--- config.mk ---
export PLATFORM = sky130hd
export DESIGN_NAME = led_req_scheduler_flat
export DESIGN_NICKNAME = d
export VERILOG_FILES = /design/src/rtl/led_req_scheduler_if.sv /design/src/rtl/led_req_scheduler.sv /design/src/flat_wrapper.sv
export SDC_FILE = /design/constraint.sdc
export NUM_CORES = 1
export LEC_CHECK = 0
export ABC_AREA = 1
export CAP_MARGIN = 20
export CORE_MARGIN = 2
export CORE_UTILIZATION = 56
export DETAILED_ROUTE_END_ITERATION = 12
export PLACE_DENSITY = 0.79
export SYNTH_ARGS = -nofsm -noshare
export SYNTH_HDL_FRONTEND = slang
export SYNTH_SLANG_ARGS = --single-unit
export TNS_END_PERCENT = 10
--- constraint.sdc ---
create_clock -name Clk -period 2.2 [get_ports Clk]
set_clock_uncertainty 0.15 [all_clocks]
set_input_delay 0.66 -clock Clk [delete_from_list [all_inputs] [get_ports Clk]]
set_output_delay 0.66 -clock Clk [all_outputs]
set_load 0.02 [all_outputs]
--- src/rtl/led_req_scheduler_if.sv ---
`default_nettype none
// ============================================================================
// Module   : led_req_scheduler_if
// Brief    : Request/grant/LED bundle between requesters and the LED scheduler.
// Revision : 1.0
// ============================================================================
interface led_req_scheduler_if #(
    parameter int N_REQ = 4
) ();
    localparam int ID_W = $clog2(N_REQ);

    logic [N_REQ-1:0] Req;
    logic [N_REQ-1:0] Grant;
    logic             Done;
    logic [ID_W-1:0]  Done_Id;
    logic             Led;
    logic [1:0]       Estado_Salida;

    modport master (
        output Req,
        input  Grant,
        input  Done,
        input  Done_Id,
        input  Led,
        input  Estado_Salida
    );

    modport slave (
        input  Req,
        output Grant,
        output Done,
        output Done_Id,
        output Led,
        output Estado_Salida
    );
endinterface
`default_nettype wire

--- src/rtl/led_req_scheduler.sv ---
`default_nettype none
// ============================================================================
// Module   : led_req_scheduler
// Brief    : Round-robin sharing of one status LED: fixed on-window, fixed gap.
// Revision : 1.0
// ============================================================================
module led_req_scheduler #(
    parameter int N_REQ      = 4,
    parameter int ON_CYCLES  = 8,
    parameter int GAP_CYCLES = 2
) (
    input wire             Clk,
    input wire             Reset_n,
    led_req_scheduler_if.slave bus
);
    localparam int PTR_W = $clog2(N_REQ);

    localparam logic [7:0]       c_ON_LOAD  = 8'(ON_CYCLES - 1);
    localparam logic [7:0]       c_GAP_LOAD = 8'(GAP_CYCLES - 1);
    localparam logic [PTR_W-1:0] c_PTR_LAST = PTR_W'(N_REQ - 1);

    typedef enum logic [1:0] {
        S_IDLE = 2'd0,
        S_ON   = 2'd1,
        S_GAP  = 2'd2
    } state_t;

    state_t           r_state;
    logic [PTR_W-1:0] r_ptr;
    logic [PTR_W-1:0] r_win;
    logic [7:0]       r_cnt;
    logic [N_REQ-1:0] r_grant;
    logic             r_led;
    logic             r_done;
    logic [PTR_W-1:0] r_done_id;

    state_t           w_state;
    logic [PTR_W-1:0] w_ptr;
    logic [PTR_W-1:0] w_win;
    logic [7:0]       w_cnt;
    logic [N_REQ-1:0] w_grant;
    logic             w_led;
    logic             w_done;
    logic [PTR_W-1:0] w_done_id;

    logic             w_any;
    logic [PTR_W-1:0] w_arb_idx;
    logic [PTR_W-1:0] w_arb_next_ptr;
    logic [N_REQ-1:0] w_arb_onehot;

    // Round-robin search: first requester at or after r_ptr, wrapping.
    always_comb begin
        int v_j;
        v_j       = 0;
        w_any     = 1'b0;
        w_arb_idx = '0;
        for (int i = 0; i < N_REQ; i++) begin
            v_j = int'(r_ptr) + i;
            if (v_j >= N_REQ) begin
                v_j = v_j - N_REQ;
            end
            if (!w_any && bus.Req[v_j]) begin
                w_any     = 1'b1;
                w_arb_idx = PTR_W'(v_j);
            end
        end
        w_arb_next_ptr = (w_arb_idx == c_PTR_LAST) ? '0 : w_arb_idx + 1'b1;
        w_arb_onehot   = {{(N_REQ-1){1'b0}}, 1'b1} << w_arb_idx;
    end

    always_comb begin
        w_state   = r_state;
        w_ptr     = r_ptr;
        w_win     = r_win;
        w_cnt     = r_cnt;
        w_grant   = r_grant;
        w_led     = r_led;
        w_done    = 1'b0;
        w_done_id = '0;

        case (r_state)
            S_IDLE: begin
                if (w_any) begin
                    w_state = S_ON;
                    w_grant = w_arb_onehot;
                    w_led   = 1'b1;
                    w_cnt   = c_ON_LOAD;
                    w_win   = w_arb_idx;
                    w_ptr   = w_arb_next_ptr;
                end
            end

            S_ON: begin
                // A withdrawn request ends the window early and earns no Done.
                if (!bus.Req[r_win]) begin
                    w_state = S_GAP;
                    w_grant = '0;
                    w_led   = 1'b0;
                    w_cnt   = c_GAP_LOAD;
                end else if (r_cnt == 8'd0) begin
                    w_state   = S_GAP;
                    w_grant   = '0;
                    w_led     = 1'b0;
                    w_cnt     = c_GAP_LOAD;
                    w_done    = 1'b1;
                    w_done_id = r_win;
                end else begin
                    w_cnt = r_cnt - 8'd1;
                end
            end

            S_GAP: begin
                if (r_cnt == 8'd0) begin
                    if (w_any) begin
                        w_state = S_ON;
                        w_grant = w_arb_onehot;
                        w_led   = 1'b1;
                        w_cnt   = c_ON_LOAD;
                        w_win   = w_arb_idx;
                        w_ptr   = w_arb_next_ptr;
                    end else begin
                        w_state = S_IDLE;
                    end
                end else begin
                    w_cnt = r_cnt - 8'd1;
                end
            end

            default: begin
                w_state = S_IDLE;
                w_grant = '0;
                w_led   = 1'b0;
                w_cnt   = 8'd0;
            end
        endcase
    end

    always_ff @(posedge Clk or negedge Reset_n) begin
        if (!Reset_n) begin
            r_state   <= S_IDLE;
            r_ptr     <= '0;
            r_win     <= '0;
            r_cnt     <= 8'd0;
            r_grant   <= '0;
            r_led     <= 1'b0;
            r_done    <= 1'b0;
            r_done_id <= '0;
        end else begin
            r_state   <= w_state;
            r_ptr     <= w_ptr;
            r_win     <= w_win;
            r_cnt     <= w_cnt;
            r_grant   <= w_grant;
            r_led     <= w_led;
            r_done    <= w_done;
            r_done_id <= w_done_id;
        end
    end

    assign bus.Grant         = r_grant;
    assign bus.Led           = r_led;
    assign bus.Done          = r_done;
    assign bus.Done_Id       = r_done_id;
    assign bus.Estado_Salida = r_state;
endmodule
`default_nettype wire

--- src/flat_wrapper.sv ---
// flat-port wrapper written by rule: the top's interface ports become plain ports
module led_req_scheduler_flat 
#(
    parameter int N_REQ      = 4,
    parameter int ON_CYCLES  = 8,
    parameter int GAP_CYCLES = 2
)
  (Clk, Reset_n, bus_Req, bus_Grant, bus_Done, bus_Done_Id, bus_Led, bus_Estado_Salida);
  led_req_scheduler_if #(.N_REQ(N_REQ)) bus_i ();
  input wire Clk;
  input wire Reset_n;
  input wire logic [$bits(bus_i.Req)-1:0] bus_Req;
  output wire logic [$bits(bus_i.Grant)-1:0] bus_Grant;
  output wire logic [$bits(bus_i.Done)-1:0] bus_Done;
  output wire logic [$bits(bus_i.Done_Id)-1:0] bus_Done_Id;
  output wire logic [$bits(bus_i.Led)-1:0] bus_Led;
  output wire logic [$bits(bus_i.Estado_Salida)-1:0] bus_Estado_Salida;
  assign bus_i.Req = bus_Req;
  assign bus_Grant = bus_i.Grant;
  assign bus_Done = bus_i.Done;
  assign bus_Done_Id = bus_i.Done_Id;
  assign bus_Led = bus_i.Led;
  assign bus_Estado_Salida = bus_i.Estado_Salida;
  led_req_scheduler #(.N_REQ(N_REQ), .ON_CYCLES(ON_CYCLES), .GAP_CYCLES(GAP_CYCLES)) u_core (.Clk(Clk), .Reset_n(Reset_n), .bus(bus_i));
endmodule
## After elaboration in Yosys (flattened, before gate mapping)

Cells that the tools add are included.

- Bits in registers: 22
- Bits of input ports: 6
- Logic and storage cells: 105

- Add/sub/neg operators: 9
- Order comparisons: 9
- Equality and inequality tests: 6
- Shifts and indexed selects: 1
- Muxes and demuxes: 60
- Reduce and logical (&&, ||, !) cells: 12

Operators with widths:

| operator | number |
|---|---|
| 32-bit by 4-bit < comparator with 1-bit output, second input constant | 4 |
| 32-bit 2-to-1 mux | 4 |
| 32-bit by 4-bit greater-or-equal comparator with 1-bit output, second input constant | 3 |
| 32-bit by 4-bit subtractor with 32-bit output, second input constant | 3 |
| 2-bit 2-to-1 mux | 16 |
| 8-bit 2-to-1 mux | 4 |
| 8-bit case mux with 3 select lines | 1 |
| 1-bit 2-to-1 mux | 21 |
| 4-bit 2-to-1 mux | 4 |
| 4-bit case mux with 3 select lines | 1 |
| 1-bit binary-select mux with 2-bit select | 5 |
| 8-bit zero test | 1 |
| 2-bit case mux with 2 select lines | 2 |
| 8-bit by 1-bit subtractor with 8-bit output, second input constant | 1 |
| 2-bit by 2-bit adder with 3-bit output, second input constant | 2 |
| 2-bit case mux with 3 select lines | 1 |
| 2-bit equality test, second input constant | 2 |
| 2-bit by 1-bit != test with 1-bit output, second input constant | 2 |
| 2-bit AND reduction | 2 |
| 1-bit by 2-bit << shifter with 4-bit output, first input constant | 1 |
| 2-bit by 3-bit subtractor with 4-bit output, second input constant | 1 |
| 2-bit by 1-bit adder with 3-bit output, second input constant | 1 |
| 2-bit by 3-bit greater-or-equal comparator with 1-bit output, second input constant | 1 |
| 1-bit logical AND | 3 |
| other kinds (9) | 11 |

## Longest topological paths before layout

- Depth after elaboration: 20
- Depth in mapped cells: 16

## Worst setup path before layout

OpenSTA, ideal clock, no wires.

- Kind: input-to-reg
- Start: in bus_Req[3]
- End: reg u_core.r_ptr[1]
- Library setup time: 0.124 ns
- Arrival: 1.772 ns
- Required time: 1.926 ns
- Path slack: 0.155 ns
- Stages: 11
- Path buffers: 0
- Path through: inv_1 > nand2_1 > nand3_1 > nand2_2 > nor2_8 > nand3_4 > nand2_1 > inv_1 > ha_1 > nand2_1 > o21ai_1

- Cells in the longest elaborated chain, start to end: 18
- Elaborated cells between the ends (all ways): 32

RTL lines:

| item | RTL line | RTL |
|---|---|---|
| from (decl) | flat_wrapper.sv:12 | `input wire logic [$bits(bus_i.Req)-1:0] bus_Req;` |
| 1-bit binary-select mux with 2-bit select | led_req_scheduler.sv:62 | `if (!w_any && bus.Req[v_j]) begin` |
| 1-bit 2-to-1 mux (implied by the code) (2 in a row) | led_req_scheduler.sv:62 |  |
| 1-bit 2-to-1 mux | led_req_scheduler.sv:62 |  |
| 1-bit zero test | led_req_scheduler.sv:62 |  |
| 1-bit logical AND | led_req_scheduler.sv:62 |  |
| 1-bit 2-to-1 mux | led_req_scheduler.sv:62 |  |
| 1-bit zero test | led_req_scheduler.sv:62 |  |
| 1-bit logical AND | led_req_scheduler.sv:62 |  |
| [... 3 more ...] | - |  |
| 2-bit 2-to-1 mux * | led_req_scheduler.sv:62 |  |
| named net u_core.w_arb_idx[0] | led_req_scheduler.sv:47 | `logic [PTR_W-1:0] w_arb_idx;` |
| 2-bit by 1-bit adder with 2-bit output / 2-bit equality test (equally long branches) | led_req_scheduler.sv:67 | `w_arb_next_ptr = (w_arb_idx == c_PTR_LAST) ? '0 : w_arb_idx + 1'b1;` |
| 2-bit 2-to-1 mux * | led_req_scheduler.sv:67 |  |
| named net u_core.w_arb_next_ptr[1] | led_req_scheduler.sv:48 | `logic [PTR_W-1:0] w_arb_next_ptr;` |
| 2-bit 2-to-1 mux * | led_req_scheduler.sv:83, led_req_scheduler.sv:114 |  |
| 2-bit 2-to-1 mux | led_req_scheduler.sv:113 | `if (r_cnt == 8'd0) begin` |
| 2-bit case mux with 2 select lines * | led_req_scheduler.sv:81 | `case (r_state)` |
| to (signal assigned) | led_req_scheduler.sv:150 | `r_ptr <= w_ptr;` |
| to (decl) | led_req_scheduler.sv:29 | `logic [PTR_W-1:0] r_ptr;` |

Mark *: on every way through the listed nets, which the timed path passes. The rest lies on a longest branch. The select of a mux whose other input is x is not followed.
A chain may end at the register's enable or synchronous reset.

## Final worst setup path

- Start: reg u_core.r_state[0] (netlist: u_core.bus.Estado_Salida[0])
- End: out bus_Estado_Salida[0]

RTL lines:

| item | RTL line | RTL |
|---|---|---|
| from (decl) | led_req_scheduler.sv:28 | `state_t r_state;` |
| from (signal assigned) | led_req_scheduler.sv:149 | `r_state <= w_state;` |
| to (decl) | flat_wrapper.sv:17 | `output wire logic [$bits(bus_i.Estado_Salida)-1:0] bus_Estado_Salida;` |

No word-level cell between the ends.

==> results.yml <==
critical_path:
  r2r-end: "u_core.r_ptr[1]$_DFFE_PN0P_"
  cpMaxStageDelayCell: "clkdlybuf4s50_1"
  cp_cell_sequence: "clkdlybuf4s50_1"
  critPathLaunchType: "flop"
  cp_max_fo: 2
  r2r_slack_ns: 0.16
  ff2ff_path_depth: 15
  cp_slowest_stage_delay_ns: 0.61
  crit_type: "reg -> out"
  r2r-start: "u_core.r_ptr[1]$_DFFE_PN0P_"
  crit_arrival_ns: 1.31
  crit_family: "buffers and inverters"
  crit_buf_inv: 1
  crit_required_ns: 1.39
  end_kind: "output pin"
logic_synthesis:
  yosysUniqueCellTypes: 24
  synth_top_flop_cell: "dfrtp_1"
  synthSimpleGateAreaFrac_pct: 41.4
  synth_xor_xnor_area_share_pct: 2.37
  syn_area_per_cell_um2: 7.20
  ys_ff_latch: 22
  synth_nets: 217
  synth_top_area_share_pct: 37.3
  synthAdderAreaFrac_pct: 5.08
  async_flop_share_pct: 100
  syn_area_um2: 1480
  yosysWarnings: 0
  yosysSeqAreaShare_pct: 37.3
  syn_inst: 205
  synth_compound_area_share_pct: 5.42
  muxShareOfSynthArea_pct: 0
  yosys-top-cells-area: "dfrtp_1, nand2_1, nand3_1, inv_1, ha_1"
  synth_common_cells: "nand2_1, nand3_1, inv_1"
  yosysMostFrequentCell: "nand2_1"
  synth_area_leader_cell: "dfrtp_1"
  synth_edf_count: 0
  synth_top_family_by_area: "simple AND/OR/NAND/NOR gates"
detailed_routing:
  vias: 1489
  drtIter0Drc: 67
  first_pass_iters: 4
  wirelength_mm: 3.60
  drc: 0
  avgViaCountPerCell: 5.41
  drt-wirelength-per-cell_um: 13.1
  ant_nets: 0
clock_tree:
  worstSkewPairLatency_ns: 0.32
  cts.clk_slew.worst_paths_ns: 0.14
  cts_buffer_depth: 2
  cts_tree: "built"
  cts_buffers: 3
  htree_levels: 1
  clkSinkCount: 22
  cts_root_buffer: "clkbuf_4"
floorplan:
  die_x_um: 55.3
  core.rowCount: 18
  core-area_um2: 2480
  die_h_um: 55.3
  start_util_pct: 59.6
  ios: 16
  die_area_um2: 3060
placement:
  gp_congestion: 0.931
  hpwl_mm: 2.58
  portBuffers: 15
  place_ws_ns: -0.432
sta:
  setup_viol: 0
  setup-tns-final_ns: 0
  fmax_ghz: 0.471
  finalHoldViolCount: 0
  rsz0062_at_grt: "false"
  fin_crit_sh_pct: 96.5
  setup_slack_ns: 0.0766
  drv_slew: 0
  relSlewSlack_pct: 73.1
  tightest_slew_ns: 0.402
  holdWs_ns: 0.345
  period_minus_slack_ns: 2.12
global_routing:
  track_usage_pct: 25.7
  overflow: 0
  antenna_found_initial: 0
  grt_pass1_vias: 1480
  grt_pass1_wl_mm: 6.41
  grt_max_degree: 23
power_and_ir_drop:
  totalPowerFinal_mw: 3.33
  leakage_nw: 1.03
  p_per_area_nw_per_um2: 1740
  ir_worst_vdd_uv: 1190
hold_path:
  hp-class: "reg -> reg"
  min_to: "u_core.bus.Grant[2]$_DFFE_PN0P_"
  worstHoldStart: "u_core.bus.Grant[2]$_DFFE_PN0P_"
  hold_depth: 2
layout:
  antenna_cells: 0
  area_growth_pct: 29.3
  drive_gt1_share_pct: 25.3
  nets: 258
run_status:
  status: "completed"
run:
  max-cap-violations: 0
cells by family after synthesis:
group / count (synthesis)
XOR/XNOR: 4
AND/OR/NAND/NOR: 128
buffers and inverters: 30
AO/OA/AOI/OAI: 15
flip-flops: 22
adder cells (fa/ha/maj): 6
worst max path at each step:
stage / start / to / slack [ns] / cells after the start
after detailed placement: bus_Req[2] / u_core.r_ptr[1]$_DFFE_PN0P_ / -0.43 / 15
after floorplan: bus_Req[3] / u_core.r_ptr[1]$_DFFE_PN0P_ / 0.15 / 11
after global placement: bus_Req[1] / u_core.r_ptr[1]$_DFFE_PN0P_ / -0.36 / 13
after CTS: bus_Req[1] / u_core.r_ptr[1]$_DFFE_PN0P_ / -0.03 / 13
after global routing: u_core.r_ptr[1]$_DFFE_PN0P_ / u_core.r_ptr[1]$_DFFE_PN0P_ / 0.01 / 15
final: u_core.bus.Estado_Salida[0]$_DFFE_PN0P_ / bus_Estado_Salida[0] / 0.08 / 1
through the flow:
step,area (um^2),instances,util (%)
finish,1910,275,77.1
global placement,1800,268,72.5
CTS,1880,273,76.0
global route,1910,275,77.1
floorplan,1480,205,-
detailed placement,1800,268,72.5
where the power goes:
part           switching, mW  leakage, nW  internal (mW)
Clock                  0.131       0.0279          0.184
Combinational           1.37        0.718          0.914
Sequential             0.155        0.280          0.570
Total                   1.66         1.03           1.67
final cells by class:
class	count	area (um^2)
multi-input cells	153	840
fillers	179	568
flip-flops and latches	22	553
repair buffers	37	313
inverters	29	114
well taps	30	37.5
clock inverters	1	30.0
clock buffers	3	22.5
layout by cell type (no fill, tap or decap):
cell type / n
dlymetal6s2s_1: 1
nor2_1: 20
bufinv_16: 1
o21ai_2: 2
nor2_2: 1
nand3_4: 1
xnor2_1: 1
buf_4: 22
nand2_2: 11
inv_1: 21
clkdlybuf4s50_1: 10
nand4_1: 1
a31oi_1: 1
nand3_1: 24
dfrtp_1: 20
nand2_4: 2
xor2_1: 3
a21oi_1: 2
dlygate4sd2_1: 4
dfrtp_2: 2
o21ai_0: 9
inv_4: 2
nor2_4: 4
nand3_2: 4
nand2_1: 57
nor3_1: 2
clkbuf_4: 3
inv_2: 6
ha_1: 6
o21ai_1: 1
nor2_8: 1
metal layers:
metal / GRT usage [%] / wire (um) / up-vias
met4: 8.71 / 42 / 0
li1: - / - / 723
met2: 44.2 / 1820 / 64
met3: 5.39 / 216 / 6
met1: 31.8 / 1520 / 696
met5: 0 / 0 / -
what timing repair did:
action                                  CTS  global route
hold buffers                              0             0
endpoints found under the hold margin     0             0
endpoints found under the setup margin    5             9
pin swaps                                 6             4
setup buffers                             1             2
resized for setup                        16             7
gates cloned                              0             0
sequential cells by signal, summed over array words and instances (netlist names):
| signal | cells |
|---|---|
| u_core.r_cnt | 8 |
| u_core.r_ptr | 2 |
| u_core.bus.Done_Id | 2 |
| u_core.bus.Estado_Salida | 2 |
| u_core.r_win | 2 |
| u_core.bus.Grant | 4 |
| u_core.bus.Done | 1 |
| u_core.bus.Led | 1 |
Power figures use the tool's default switching activity.
